### config.mk
export PLATFORM = sky130hd
export DESIGN_NAME = parity_stream_acc
export DESIGN_NICKNAME = d
export VERILOG_FILES = /design/src/rtl/parity_stream_acc.sv
export SDC_FILE = /design/constraint.sdc
export NUM_CORES = 1
export LEC_CHECK = 0
export CORE_MARGIN = 3
export CORE_UTILIZATION = 40
export CTS_BUF_LIST = sky130_fd_sc_hd__clkbuf_4 sky130_fd_sc_hd__clkbuf_8
export DETAILED_ROUTE_END_ITERATION = 12
export PLACE_DENSITY = 0.82
export REMOVE_ABC_BUFFERS = 1
export SYNTH_ARGS = -nofsm -noshare
export SYNTH_HDL_FRONTEND = slang
export SYNTH_SLANG_ARGS = --single-unit
### constraint.sdc
create_clock -name clk_i -period 4.5 [get_ports clk_i]
set_input_delay 1.125 -clock clk_i [delete_from_list [all_inputs] [get_ports clk_i]]
set_output_delay 1.125 -clock clk_i [all_outputs]
set_load 0.01 [all_outputs]
### src/rtl/parity_stream_acc.sv
// Streaming parity accumulator: XOR of every bit across a frame, result with mismatch flag and beat count.
// Latency: result valid one cycle after the last-beat input handshake.
// Backpressure: in_ready_o is low while a result is held; the result holds until out_ready_i accepts it.
//
// Ports:
//   clk_i, rst_i            clock, synchronous active-high reset
//   in_valid_i/in_ready_o   input word handshake; in_data_i, in_last_i, in_exp_i, mode_odd_i qualify it
//   out_valid_o/out_ready_i result handshake; out_parity_o, out_err_o, out_beats_o carry the result
//   err_cnt_o               saturating count of accepted error results (only with PARITY_ERR_CNT_EN)
//
// Optional feature macro: PARITY_ERR_CNT_EN adds the err_cnt_o port and its counter.

module parity_stream_acc #(
    parameter int DATA_WIDTH = 64,
    parameter int CNT_WIDTH  = 16
) (
    input  logic                  clk_i,
    input  logic                  rst_i,
    input  logic                  in_valid_i,
    output logic                  in_ready_o,
    input  logic [DATA_WIDTH-1:0] in_data_i,
    input  logic                  in_last_i,
    input  logic                  in_exp_i,
    input  logic                  mode_odd_i,
    output logic                  out_valid_o,
    input  logic                  out_ready_i,
    output logic                  out_parity_o,
    output logic                  out_err_o,
    output logic [CNT_WIDTH-1:0]  out_beats_o
`ifdef PARITY_ERR_CNT_EN
    ,
    output logic [CNT_WIDTH-1:0]  err_cnt_o
`endif
);

    localparam logic [CNT_WIDTH-1:0] CNT_MAX = '1;

    typedef enum logic {
        ACCUM = 1'b0,
        HOLD  = 1'b1
    } state_t;

    state_t               state;
    state_t               state_nxt;

    logic                 acc;
    logic                 mode_lat;
    logic [CNT_WIDTH-1:0] beats;

    logic                 in_hs;
    logic                 out_hs;
    logic                 word_par;
    logic                 first_beat;
    logic                 frame_mode;
    logic                 acc_nxt;
    logic                 par_nxt;
    logic [CNT_WIDTH-1:0] beats_inc;

    assign in_hs      = in_valid_i & in_ready_o;
    assign out_hs     = out_valid_o & out_ready_i;
    assign word_par   = ^in_data_i;
    // beats saturates rather than wraps, so zero only ever means "no beat accepted yet".
    assign first_beat = (beats == '0);
    // A single-beat frame has no latched mode yet, so take it straight from the port.
    assign frame_mode = first_beat ? mode_odd_i : mode_lat;
    assign acc_nxt    = acc ^ word_par;
    assign par_nxt    = acc_nxt ^ frame_mode;
    assign beats_inc  = (beats == CNT_MAX) ? beats : beats + 1'b1;

    // State register
    always_ff @(posedge clk_i) begin
        if (rst_i) begin
            state <= ACCUM;
        end else begin
            state <= state_nxt;
        end
    end

    // Next-state logic
    always_comb begin
        state_nxt = state;
        case (state)
            ACCUM: if (in_hs && in_last_i) state_nxt = HOLD;
            HOLD:  if (out_hs)             state_nxt = ACCUM;
            default:                       state_nxt = ACCUM;
        endcase
    end

    // Output logic
    always_comb begin
        in_ready_o  = (state == ACCUM);
        out_valid_o = (state == HOLD);
    end

    // Datapath: accumulator, beat counter, mode latch and registered result.
    // acc/beats are left untouched on the last beat and cleared when the result
    // leaves, so the next frame always starts from a clean slate.
    always_ff @(posedge clk_i) begin
        if (rst_i) begin
            acc          <= 1'b0;
            beats        <= '0;
            mode_lat     <= 1'b0;
            out_parity_o <= 1'b0;
            out_err_o    <= 1'b0;
            out_beats_o  <= '0;
        end else begin
            if (in_hs) begin
                if (in_last_i) begin
                    out_parity_o <= par_nxt;
                    out_err_o    <= par_nxt ^ in_exp_i;
                    out_beats_o  <= beats_inc;
                end else begin
                    acc   <= acc_nxt;
                    beats <= beats_inc;
                    if (first_beat) begin
                        mode_lat <= mode_odd_i;
                    end
                end
            end
            if (out_hs) begin
                acc   <= 1'b0;
                beats <= '0;
            end
        end
    end

`ifdef PARITY_ERR_CNT_EN
    // Counts only results actually taken by the sink; a result dropped by reset is lost.
    always_ff @(posedge clk_i) begin
        if (rst_i) begin
            err_cnt_o <= '0;
        end else if (out_hs && out_err_o && (err_cnt_o != CNT_MAX)) begin
            err_cnt_o <= err_cnt_o + 1'b1;
        end
    end
`endif

endmodule

==> Word-level counts from Yosys, hierarchy flattened <==
Cells that the tools add are included.
Widths: inputs -> output; s select.
{ "word_totals": {"register_bits": 37, "in_bits": 71, "elab_cells": 27} }
{ "classes": {"addsub": 1, "eq_ne": 1, "muxes": 5, "n_bitwise": 7, "n_reduce_logical": 6} }
{ "op_table": {"columns": ["op", "n"], "rows": [
  ["$reduce_xor 64->1", 1],
  ["$add 16x1->16 const B", 1],
  ["$eq 16x16->1 const B", 1],
  ["$logic_not 16->1", 1],
  ["$mux 16", 1],
  ["$reduce_and 2->1", 2],
  ["$mux 1", 3],
  ["$xor 1x1->1", 3],
  ["$and 1x1->1", 2],
  ["$not 1->1", 2],
  ["$pmux 1 s2", 1],
  ["$reduce_or 2->1", 1],
  ["$logic_and 1x1->1", 1]
]} }

==> Logic depth before layout (Yosys ltp) <==
Gate-level depths: netlist (run 1).
{ "depth": {"ltp_word": 5, "depth_mapped": 10} }

==> Worst setup path before layout (run 1) <==
Ideal clock, no wire load.
{ "synth_path": {"path_kind": "input to register", "start": "in in_data_i[53]", "end": "reg out_err_o", "setup_ps": 79, "arrival_time_ps": 2788, "required_ps": 4421, "path_slack_ps": 1633, "cell_stages": 7, "n_path_buf": 0, "path_cell_list": "xnor2_1 xnor2_2 xnor3_1 xnor3_1 xnor3_2 xnor2_1 a211oi_2"} }
{ "synth_via": {"elab_chain_cells": 4} }
{ "synth_rtl": {"columns": ["element", "line", "text"], "rows": [
  ["from (decl)", "21", "input logic [DATA_WIDTH-1:0] in_data_i,"],
  ["$reduce_xor 64->1", "61", "assign word_par = ^in_data_i;"],
  ["$xor 1x1->1", "66", "assign acc_nxt = acc ^ word_par;"],
  ["$xor 1x1->1", "67", "assign par_nxt = acc_nxt ^ frame_mode;"],
  ["$xor 1x1->1", "110", "out_err_o <= par_nxt ^ in_exp_i;"],
  ["to (signal assigned)", "110", null],
  ["to (decl)", "28", "output logic out_err_o,"]
]} }
Every way passes these cells.
A chain may end at the register's enable or synchronous reset.

==> Worst setup path in the final report (run 1) <==
{ "layout_path": {"start": "in in_data_i[46]", "end": "reg out_parity_o"} }
{ "layout_via": {"elab_chain_cells": 3} }
{ "layout_rtl": {"columns": ["element", "line", "text"], "rows": [
  ["$reduce_xor 64->1", "61", null],
  ["$xor 1x1->1", "66", null],
  ["$xor 1x1->1", "67", null],
  ["to (signal assigned)", "109", "out_parity_o <= par_nxt;"],
  ["to (decl)", "27", "output logic out_parity_o,"]
]} }
Every way passes these cells.

==> run_results.csv, run 1 <==
group,metric,value,unit
run_status,status,"complete, no violations",
cts,cts_buffers,5,
critical_path,rr_endpoint,"beats[3]",
sta,setup_viol,0,
cts,clockBufferDepth,2,
synthesis,synthDistinctLibCells,36,
sta,rsz0062_at_grt,"false",
critical_path,critPathCaptureType,"flip-flop",
drt,num_vias,2217,
critical_path,cp.arrival,3.32,ns
flow_run,max_cap_violations,0,
cells_and_area,stdcell_count,440,
sta,timing.fmax,0.323,GHz
critical_path,crit_type,"input port to flip-flop",
cts,clock-sinks,37,
sta,worst_slew_pin_slew,0.577,ns
place,dp_hpwl,4.96,mm
synthesis,synthCells,281,
global_route,antenna_found_initial,0,
critical_path,reg2reg_depth,7,
die,die_h,83.0,um
die,num_rows,27,
sta,finalHoldViolations,0,
global_route,grt_pass1_vias,2235,
global_route,grt_use_total,0.187,
drt,wire_per_inst,14.1,um
min_path,hp-class,"flip-flop to flip-flop",
die,pin_count,91,
die,core-area,5610,um2
cells_and_area,area_delta_synth_final,43.8,%
cells_and_area,drive_above_1_share,0.0489,
sta,period_needed,3.10,ns
drt,drt_iter0_drc,127,
place,gp_congestion,0.815,
drt,routed_via_density,5.04,
critical_path,crit_family,"XOR/XNOR gates",
min_path,hold_end,"out_beats_o[14]",
synthesis,ys.flop_type,"dfxtp_1",
pwr,p_leak,0.00120,uW
critical_path,regToRegStartpoint,"beats[2]",
cells_and_area,insertedDiodeCount,0,
cells_and_area,regArea,741,um2
drt,dr.pass1.iters,4,
cells_and_area,fill_cells,513,
synthesis,ys_seq_area_frac,0.312,
global_route,grt_pass1_wl,10.7,mm
drt,postRouteAntennaNets,0,
cts,cts_root_buf,"clkbuf_8",
sta,final.setup.tns,0,ns
critical_path,cp_slowest_stage_delay,0.45,ns
place,portBuffers,90,
critical_path,r2r_setup_slack,2.21,ns
drt,drc,0,
critical_path,slowest_stage,"xnor3_2",
cts,cts_tree,"done",
critical_path,worstPathRequired,4.72,ns
synthesis,synth_area,2370,um2
cts,path_clk_slew,0.07,ns
cts,htree_levels,2,
synthesis,synth_edf_count,0,
die,fp.dieArea,6890,um2
synthesis,ys_ff_latch,37,
synthesis,yosysWarnings,0,
sta,clock_skew,0.00737,ns
cts,cts_setup_buffers,0,
cells_and_area,multiInputGateArea,1560,um2
critical_path,cp_cell_sequence,"clkdlybuf4s50_1 > xnor2_1 > xnor2_2 > xnor3_1 > xnor3_1 > xnor3_2 > xnor2_1 > nand2_1 > a21oi_1",
drt,drt-total-wl,6.21,mm
cts,cts_resized,0,
min_path,hold_depth,2,
min_path,worstHoldStart,"out_beats_o[14]",
synthesis,avgSynthCellArea,8.44,um2
sta,relSlewSlack,0.615,
sta,fin_crit_sh,0.688,
global_route,grt_max_degree,22,
cts,holdBufCountCts,0,
cells_and_area,final_nets,440,
cts,clk-insertion-delay-late,0.29,ns
global_route,grt_overflow_total,0,
die,die_w,83.0,um
pwr,p_per_area,322,nW/um2
critical_path,critPathMaxFanout,3,
place,placed_cells,432,
sta,slew_violations,0,
die,start_util,0.423,
pwr,max-vdd-ir-drop,0.000283,V
critical_path,cp_num_buf_inv,1,
critical_path,crit_path_start_kind,"input port",
synthesis,async_flop_share,0,
[final cells by class]
type	count	share of cell area
clock buffers	5	0.0202
multi-input cells	227	0.458
well taps	72	0.0264
clock inverters	3	0.00513
flip-flops and latches	37	0.217
inverters	4	0.00440
repair buffers	92	0.268
[where the power goes]
part	total [uW]	switching [uW]	leakage (uW)	internal, uW
Sequential	363	14.4	0.000301	349
Combinational	509	188	0.000852	321
Clock	225	119	0.0000439	107
Total	1100	321	0.00120	777
[through the flow]
stage	power [uW]	setup WS [ns]	util	hold WS [ns]	cell area, um2
global placement	869	1.11	0.593	0.443	3330
detailed placement	883	1.09	0.593	0.449	3330
global route	1170	1.23	0.608	0.484	3410
floorplan	738	1.63	-	0.449	2320
finish	1100	1.40	0.608	0.453	3410
CTS	1110	1.39	0.608	0.458	3410
[registers in the layout (all words and copies together) (netlist names)]
name          flops
beats            16
out_beats_o      16
acc               1
mode_lat          1
out_err_o         1
out_parity_o      1
out_valid_o       1
[worst max path at each step]
stage	start	end	cells after the start
after global routing	in_data_i[46]	out_parity_o	9
after global placement	in_data_i[59]	out_err_o	8
after CTS	in_data_i[46]	out_parity_o	9
final	in_data_i[46]	out_parity_o	9
after floorplan	in_data_i[53]	out_err_o	7
after detailed placement	in_data_i[46]	out_err_o	8
[cells in the final DEF (no fill, tap or decap), types with 7 or more instances in the layout]
| cell | n |
|---|---|
| a21oi_1 | 18 |
| clkdlybuf4s50_1 | 90 |
| dfxtp_1 | 37 |
| nand2_1 | 24 |
| nand3_1 | 10 |
| nor2_1 | 36 |
| nor3_1 | 7 |
| o21ai_0 | 8 |
| xnor2_1 | 57 |
| xor2_1 | 17 |
[cell families (layout without fill, tap and decap cells)]
logic type	after synthesis	in the layout	share of synthesized area
DFF	37	37	0.312
adders and majority gates	2	2	0.0105
and+or+nand+nor	97	97	0.193
muxes	2	2	0.00844
AOI/OAI and AO/OA	46	46	0.122
buffers and inverters	17	104	0.0285
xor gates and xnor gates	80	80	0.325
[synthesized netlist by cell type (2+ instances only)]
master | count | area share
xnor2_1 | 57 | 0.21
dfxtp_1 | 37 | 0.31
nor2_1 | 36 | 0.057
nand2_1 | 24 | 0.038
a21oi_1 | 18 | 0.038
xor2_1 | 17 | 0.063
nand3_1 | 10 | 0.021
clkbuf_1 | 8 | 0.013
o21ai_0 | 8 | 0.017
nor3_1 | 7 | 0.015
a211oi_1 | 6 | 0.019
a311oi_1 | 6 | 0.022
or3_1 | 5 | 0.013
inv_1 | 4 | 0.0063
nand4_1 | 4 | 0.011
and3_1 | 3 | 0.0079
buf_2 | 3 | 0.0063
o22ai_1 | 3 | 0.0079
xnor3_1 | 3 | 0.028
buf_1 | 2 | 0.0032
ha_1 | 2 | 0.011
mux2i_1 | 2 | 0.0084
nor4_1 | 2 | 0.0053
xnor2_2 | 2 | 0.014
[layer usage]
metal / track usage / share of wire / vias to the layer above
met5: 0 / 0 / -
met4: 0.0698 / 0.022 / 0
met3: 0.0427 / 0.046 / 14
met2: 0.316 / 0.49 / 69
met1: 0.230 / 0.44 / 1008
li1: - / - / 1126
[worst min-delay path: cells and delay by family, from the launching register on]
family | cells | cell delay [ns]
flops | 1 | 0.31
simple gates | 1 | 0.05
compound gates | 1 | 0.05
Note: power is estimated with default switching activity, not from simulation.
==> run 2: changes to the inputs <==
Settings changed: PLACE_DENSITY 0.82 to 0.85.
Clock period 4.5 ns to 2.5 ns, I/O delays scaled along.
==> run 2 against run 1 <==
Compared with the run above: total power up 89%; die area unchanged; critical path depth unchanged; global-route usage up 0.36 points; core utilization up 3.0 points; register-to-register slack worse by 2.0 ns; final cell count up 0.91%; non-clock buffer count up 4; sequential share of layout area down 1.0 points; routed wire length up 9.7%; clock skew down 0.0029 ns; design area up 5.0%; largest power group unchanged; critical path type unchanged.
==> run_results.csv, run 2 (synthesis gave the netlist of run 1 again) <==
group,metric,value,unit
die,fp.dieArea,6890,um2
global_route,grt_overflow_total,0,
cells_and_area,most-common-layout-cells,"59 x clkdlybuf4s50_1, 47 x xnor2_1, 37 x dfxtp_1",
pwr,p_total,2080,uW
critical_path,worstPathRequired,2.72,ns
critical_path,critPathMaxFanout,3,
place,dp_hpwl,5.16,mm
cells_and_area,multiInputGateArea,1670,um2
global_route,grt_use_total,0.190,
drt,wire_per_inst,15.3,um
global_route,grt_max_degree,21,
sta,clock_skew,0.00444,ns
cts,clockBufferDepth,2,
cells_and_area,final_nets,444,
sta,slew_violations,0,
sta,rsz0062_at_grt,"true",
pwr,p_leak,0.00146,uW
drt,drc,0,
cells_and_area,reg.largest.list,"beats x16, out_beats_o x16",
drt,drt_iter0_drc,79,
place,portBuffers,90,
critical_path,critPathCaptureType,"flip-flop",
sta,whs,0.456,ns
cts,path_clk_slew,0.07,ns
run_status,status,"complete, no violations",
cells_and_area,regArea,741,um2
flow_run,max_cap_violations,0,
die,pin_count,91,
global_route,grt_pass1_vias,2181,
cts,clock-sinks,37,
drt,wl_met1,2.77,mm
sta,period_needed,2.49,ns
cts,clk-insertion-delay-late,0.29,ns
die,start_util,0.423,
sta,relSlewSlack,0.604,
sta,finalHoldViolations,0,
die,die_h,83.0,um
drt,top_layer,"met4",
cts,cts_root_buf,"clkbuf_8",
sta,timing.fmax,0.402,GHz
pwr,max-vdd-ir-drop,0.000524,V
cells_and_area,final_common_cell,"clkdlybuf4s50_1",
sta,worst_slew_pin_slew,0.594,ns
cells_and_area,area_delta_synth_final,51.0,%
critical_path,crit_path_start_kind,"input port",
drt,postRouteAntennaNets,0,
cts,holdBufCountCts,0,
place,place_ws,-0.441,ns
die,num_rows,27,
drt,route.met3.wl,354,um
cells_and_area,fill_cells,476,
critical_path,cp.arrival,2.71,ns
cells_and_area,insertedDiodeCount,0,
sta,final.setup.tns,0,ns
cts,cts_buffers,5,
drt,met2_length,3.61,mm
critical_path,r2r_setup_slack,0.20,ns
place,gp_congestion,0.871,
sta,layout_setup_ws,0.0106,ns
cts,cts_tree,"done",
cells_and_area,drive_above_1_share,0.0995,
drt,dr.pass1.iters,4,
drt,routed_via_density,5.13,
drt,num_vias,2276,
sta,fin_crit_sh,0.996,
die,core-area,5610,um2
global_route,grt_pass1_wl,10.8,mm
critical_path,crit_type,"input port to flip-flop",
sta,setup_viol,0,
die,die_w,83.0,um
cts,cts_setup_buffers,0,
cts,htree_levels,2,
place,placed_cells,436,
cells_and_area,stdcell_count,444,
global_route,antenna_found_initial,0,
drt,drt-total-wl,6.81,mm
pwr,p_per_area,580,nW/um2
min_path,hp-class,"flip-flop to flip-flop",
[run 2: changes by cell type in the layout (fill, tap and decap cells not counted), sizes merged]
| cell | delta |
|---|---|
| clkdlybuf4s50 | -31 |
| dlymetal6s2s | +17 |
| buf | +6 |
| dlygate4sd2 | +12 |
| clkbuf | +3 |
| clkinv | -2 |
| clkinvlp | -1 |
[run 2: per-stage QoR]
step	cell area (um2)	utilization
final	3580	0.639
after global routing	3580	0.639
after CTS	3450	0.615
after detailed placement	3360	0.598
after global placement	3360	0.598
after floorplan	2320	-
[run 2: layout make-up]
cell class / instances / area share
multi-input combinational: 227 / 0.466
timing repair buffer: 96 / 0.272
sequential: 37 / 0.207
clock buffer: 8 / 0.0255
tap: 72 / 0.0251
inverter: 4 / 0.00419
[run 2: what timing repair did]
action | 4_1_cts | 5_1_grt
resized for setup | 14 | 38
pin swaps | 21 | 19
setup endpoints to repair | 2 | 2
[run 2: path summary, 6_finish.rpt]
kind | depth (start not counted) | end | from
max | 9 | out_parity_o | in_data_i[20]
min | 2 | out_beats_o[0] | out_beats_o[0]
max reg2reg | 7 | beats[3] | beats[2]
min reg2reg | 2 | out_beats_o[0] | out_beats_o[0]
[run 2: layer usage]
metal / track usage / vias to the layer above
met3: 0.0357 / 8
met4: 0.0490 / 0
met5: 0 / -
met1: 0.232 / 1050
met2: 0.342 / 87
li1: - / 1131
[run 2: power by group]
part           switching, uW  internal [uW]
Clock                    195            230
Combinational            380            620
Sequential              24.9            628
[run 2: worst max-delay path, cell delays in order]
cell and delay (ns):
clkdlybuf4s50_1 0.43, xnor2_1 0.28, xnor2_1 0.19, xnor2_1 0.18, xnor2_1 0.18, xnor3_2 0.42
xnor2_1 0.15, nand2_1 0.09, a21oi_2 0.14
==> run 3: changes to the inputs <==
Settings changed: ABC_AREA set to 1, PLACE_DENSITY 0.85 to 0.79.
==> run 3 against run 2 <==
Compared with the run above: setup slack improved by 0.21 ns; combinational power fell by 29%; clock-buffer cell count fell by 1; design area rose by 24%; critical path depth rose by 10.
==> run_results.csv, run 3 <==
group,metric,value,unit
pwr,p_per_area,407,nW/um2
cells_and_area,drive_above_1_share,0.0657,
sta,clock_skew,0.00459,ns
pwr,pwr-share-clk,0.238,
cts,cts_tree,"done",
critical_path,cp.arrival,2.47,ns
cells_and_area,stdcell_count,802,
cells_and_area,final_common_cell,"nand2_1",
cts,clockBufferDepth,2,
synthesis,ys.flop_type,"dfxtp_1",
cells_and_area,final_nets,773,
die,num_rows,32,
synthesis,synth-adder-area-share,0.00758,
synthesis,synth_edf_count,0,
cells_and_area,fill_cells,743,
cts,clk-insertion-delay-late,0.29,ns
synthesis,yosysMostFrequentCell,"nand2_1",
global_route,grt_max_degree,22,
synthesis,synth_top_family_by_area,"simple AND/OR/NAND/NOR gates",
place,portBuffers,90,
cts,clock-sinks,37,
sta,slew_violations,0,
cts,cts_buffers,5,
min_path,hold_depth,2,
drt,drt-total-wl,8.06,mm
drt,drc,0,
global_route,grt_pass1_wl,13.4,mm
global_route,grt_use_total,0.163,
die,fp.dieArea,9380,um2
flow_run,max_cap_violations,0,
pwr,power.net_switching,621,uW
synthesis,async_flop_share,0,
cts,path_clk_slew,0.07,ns
critical_path,critPathMaxFanout,3,
critical_path,rr_endpoint,"out_parity_o",
min_path,hp-class,"flip-flop to flip-flop",
drt,postRouteAntennaNets,0,
global_route,antenna_found_initial,0,
drt,drt_iter0_drc,151,
critical_path,reg2reg_depth,11,
cells_and_area,area_delta_synth_final,34.2,%
critical_path,critPathCaptureType,"flip-flop",
cells_and_area,insertedDiodeCount,0,
critical_path,regToRegStartpoint,"beats[0]",
min_path,hold_end,"out_beats_o[10]",
pwr,swShare,0.345,
synthesis,ys_ff_latch,37,
die,die_h,96.9,um
place,placed_cells,795,
cells_and_area,reg.largest.list,"beats x16, out_beats_o x16",
critical_path,r2r_setup_slack,0.49,ns
critical_path,crit_path_start_kind,"input port",
synthesis,synthTopCellsByCount,"288 x nand2_1, 85 x inv_1, 37 x dfxtp_1",
place,gp_congestion,0.911,
synthesis,synthCells,607,
drt,routed_via_density,4.72,
synthesis,yosysWarnings,0,
place,dp_hpwl,6.71,mm
sta,finalHoldViolations,0,
synthesis,synth_top_area_cell,"nand2_1",
die,pin_count,91,
die,core-area,7890,um2
critical_path,worstPathRequired,2.70,ns
sta,timing.fmax,0.439,GHz
critical_path,crit_type,"input port to flip-flop",
synthesis,synth-xor-area-share,0.0690,
pwr,max-vdd-ir-drop,0.000229,V
synthesis,synth_compound_gate_area_share,0.133,
sta,relSlewSlack,0.667,
synthesis,avgSynthCellArea,5.44,um2
cts,holdBufCountCts,0,
pwr,p_int,1180,uW
drt,wire_per_inst,10.1,um
synthesis,synth.top_cells.by_area,"nand2_1 33%, dfxtp_1 22%, inv_1 9.7%, a21oi_1 4.7%, o21ai_0 4.5%",
run_status,status,"complete, no violations",
die,die_w,96.9,um
die,start_util,0.419,
synthesis,yosysTopAreaCellShare,0.327,
synthesis,synthDistinctLibCells,30,
synthesis,synth.area.mux_share,0,
drt,dr.pass1.iters,4,
sta,worst_slew_pin_slew,0.499,ns
min_path,worstHoldStart,"out_beats_o[10]",
sta,setup_viol,0,
cts,htree_levels,2,
global_route,grt_overflow_total,0,
sta,period_needed,2.28,ns
synthesis,yosys.area_share.simple,0.445,
global_route,grt_pass1_vias,3374,
pwr,p_leak,0.00238,uW
synthesis,synth_area,3300,um2
pwr,seqPwrFrac,0.369,
cells_and_area,most-common-layout-cells,"288 x nand2_1, 90 x clkdlybuf4s50_1, 85 x inv_1",
synthesis,ys_seq_area_frac,0.224,
pwr,p_total,1800,uW
drt,num_vias,3784,
pwr,power_frac_comb,0.393,
sta,fin_crit_sh,0.910,
cts,cts_root_buf,"clkbuf_8",
## run 3: changes by cell type after synthesis, sizes merged, moves of 5 or more
| cell | before | now |
|---|---|---|
| nand3 | 11 | 23 |
| a311oi | 6 | 0 |
| nand2 | 25 | 294 |
| a21oi | 18 | 31 |
| nor2 | 36 | 17 |
| a211oi | 7 | 0 |
| o21bai | 0 | 7 |
| xnor2 | 59 | 13 |
| o21ai | 8 | 39 |
| or3 | 5 | 0 |
| inv | 4 | 97 |
## run 3: power groups by stage
stage | registers, uW | clock network (uW) | logic (uW)
finish | 665 | 430 | 709
global route | 670 | 467 | 802
CTS | 664 | 441 | 702
detailed placement | 677 | 0 | 698
global placement | 676 | 0 | 670
floorplan | 681 | 0 | 421
## run 3: how the worst max path moves through the flow
stage                     depth (start not counted)          start      endpoint
final                                            19  in_data_i[24]     out_err_o
after global routing                             20  in_data_i[28]     out_err_o
after CTS                                        18   in_data_i[5]  out_parity_o
after detailed placement                         18   in_data_i[5]  out_parity_o
after global placement                           18   in_data_i[0]  out_parity_o
after floorplan                                   4      in_last_i      beats[1]
## run 3: worst max-delay path: stages
cell,delay (ns)
clkdlybuf4s50_1,0.45
nand2_1,0.11
inv_1,0.05
nor2_2,0.12
nand2_1,0.08
nand2_1,0.06
nand2_1,0.05
nand2_1,0.08
nand2_1,0.07
nand3_2,0.07
nand2_1,0.06
nand2_2,0.08
nand2_1,0.07
nand2_1,0.12
nand3_1,0.09
nand3_1,0.10
nand3_1,0.07
nand2_1,0.07
inv_1,0.03
## run 3: per-stage QoR
step | instance area, um2 | worst slack (ns) | setup TNS, ns | hold slack (ns) | util
after detailed placement | 4330 | -0.122 | -0.170 | 0.526 | 0.549
final | 4430 | 0.224 | 0 | 0.546 | 0.562
after global placement | 4330 | -0.00355 | -0.00355 | 0.503 | 0.549
after CTS | 4420 | 0.192 | 0 | 0.549 | 0.560
after floorplan | 3270 | 0.0259 | 0 | 0.488 | -
after global routing | 4430 | -0.00690 | -0.00690 | 0.565 | 0.562
## run 3: cell type report
class | instances | area [um2] | share of cell area
Multi-Input combinational cell | 464 | 2170 | 0.491
Timing Repair Buffer | 94 | 931 | 0.210
Sequential cell | 37 | 741 | 0.167
Inverter | 98 | 368 | 0.0830
Tap cell | 102 | 128 | 0.0288
Clock buffer | 7 | 90.1 | 0.0203
## run 3: what timing repair did
item / in CTS / in global routing
resized for setup: 0 / 3
buffers inserted: 0 / 0
endpoints found under the setup margin: 0 / 2
## run 3: logic make-up after synthesis
family	Yosys count
buffers and inverters	106
XOR/XNOR	26
flip-flops	37
AO/OA/AOI/OAI	82
adder cells (fa/ha/maj)	2
AND/OR/NAND/NOR	354
## run 3: per-layer routing
metal / global-route usage / routed length (um)
met1: 0.191 / 3610
met3: 0.0375 / 471
met4: 0.0486 / 146
met2: 0.293 / 3830
met5: 0 / 0
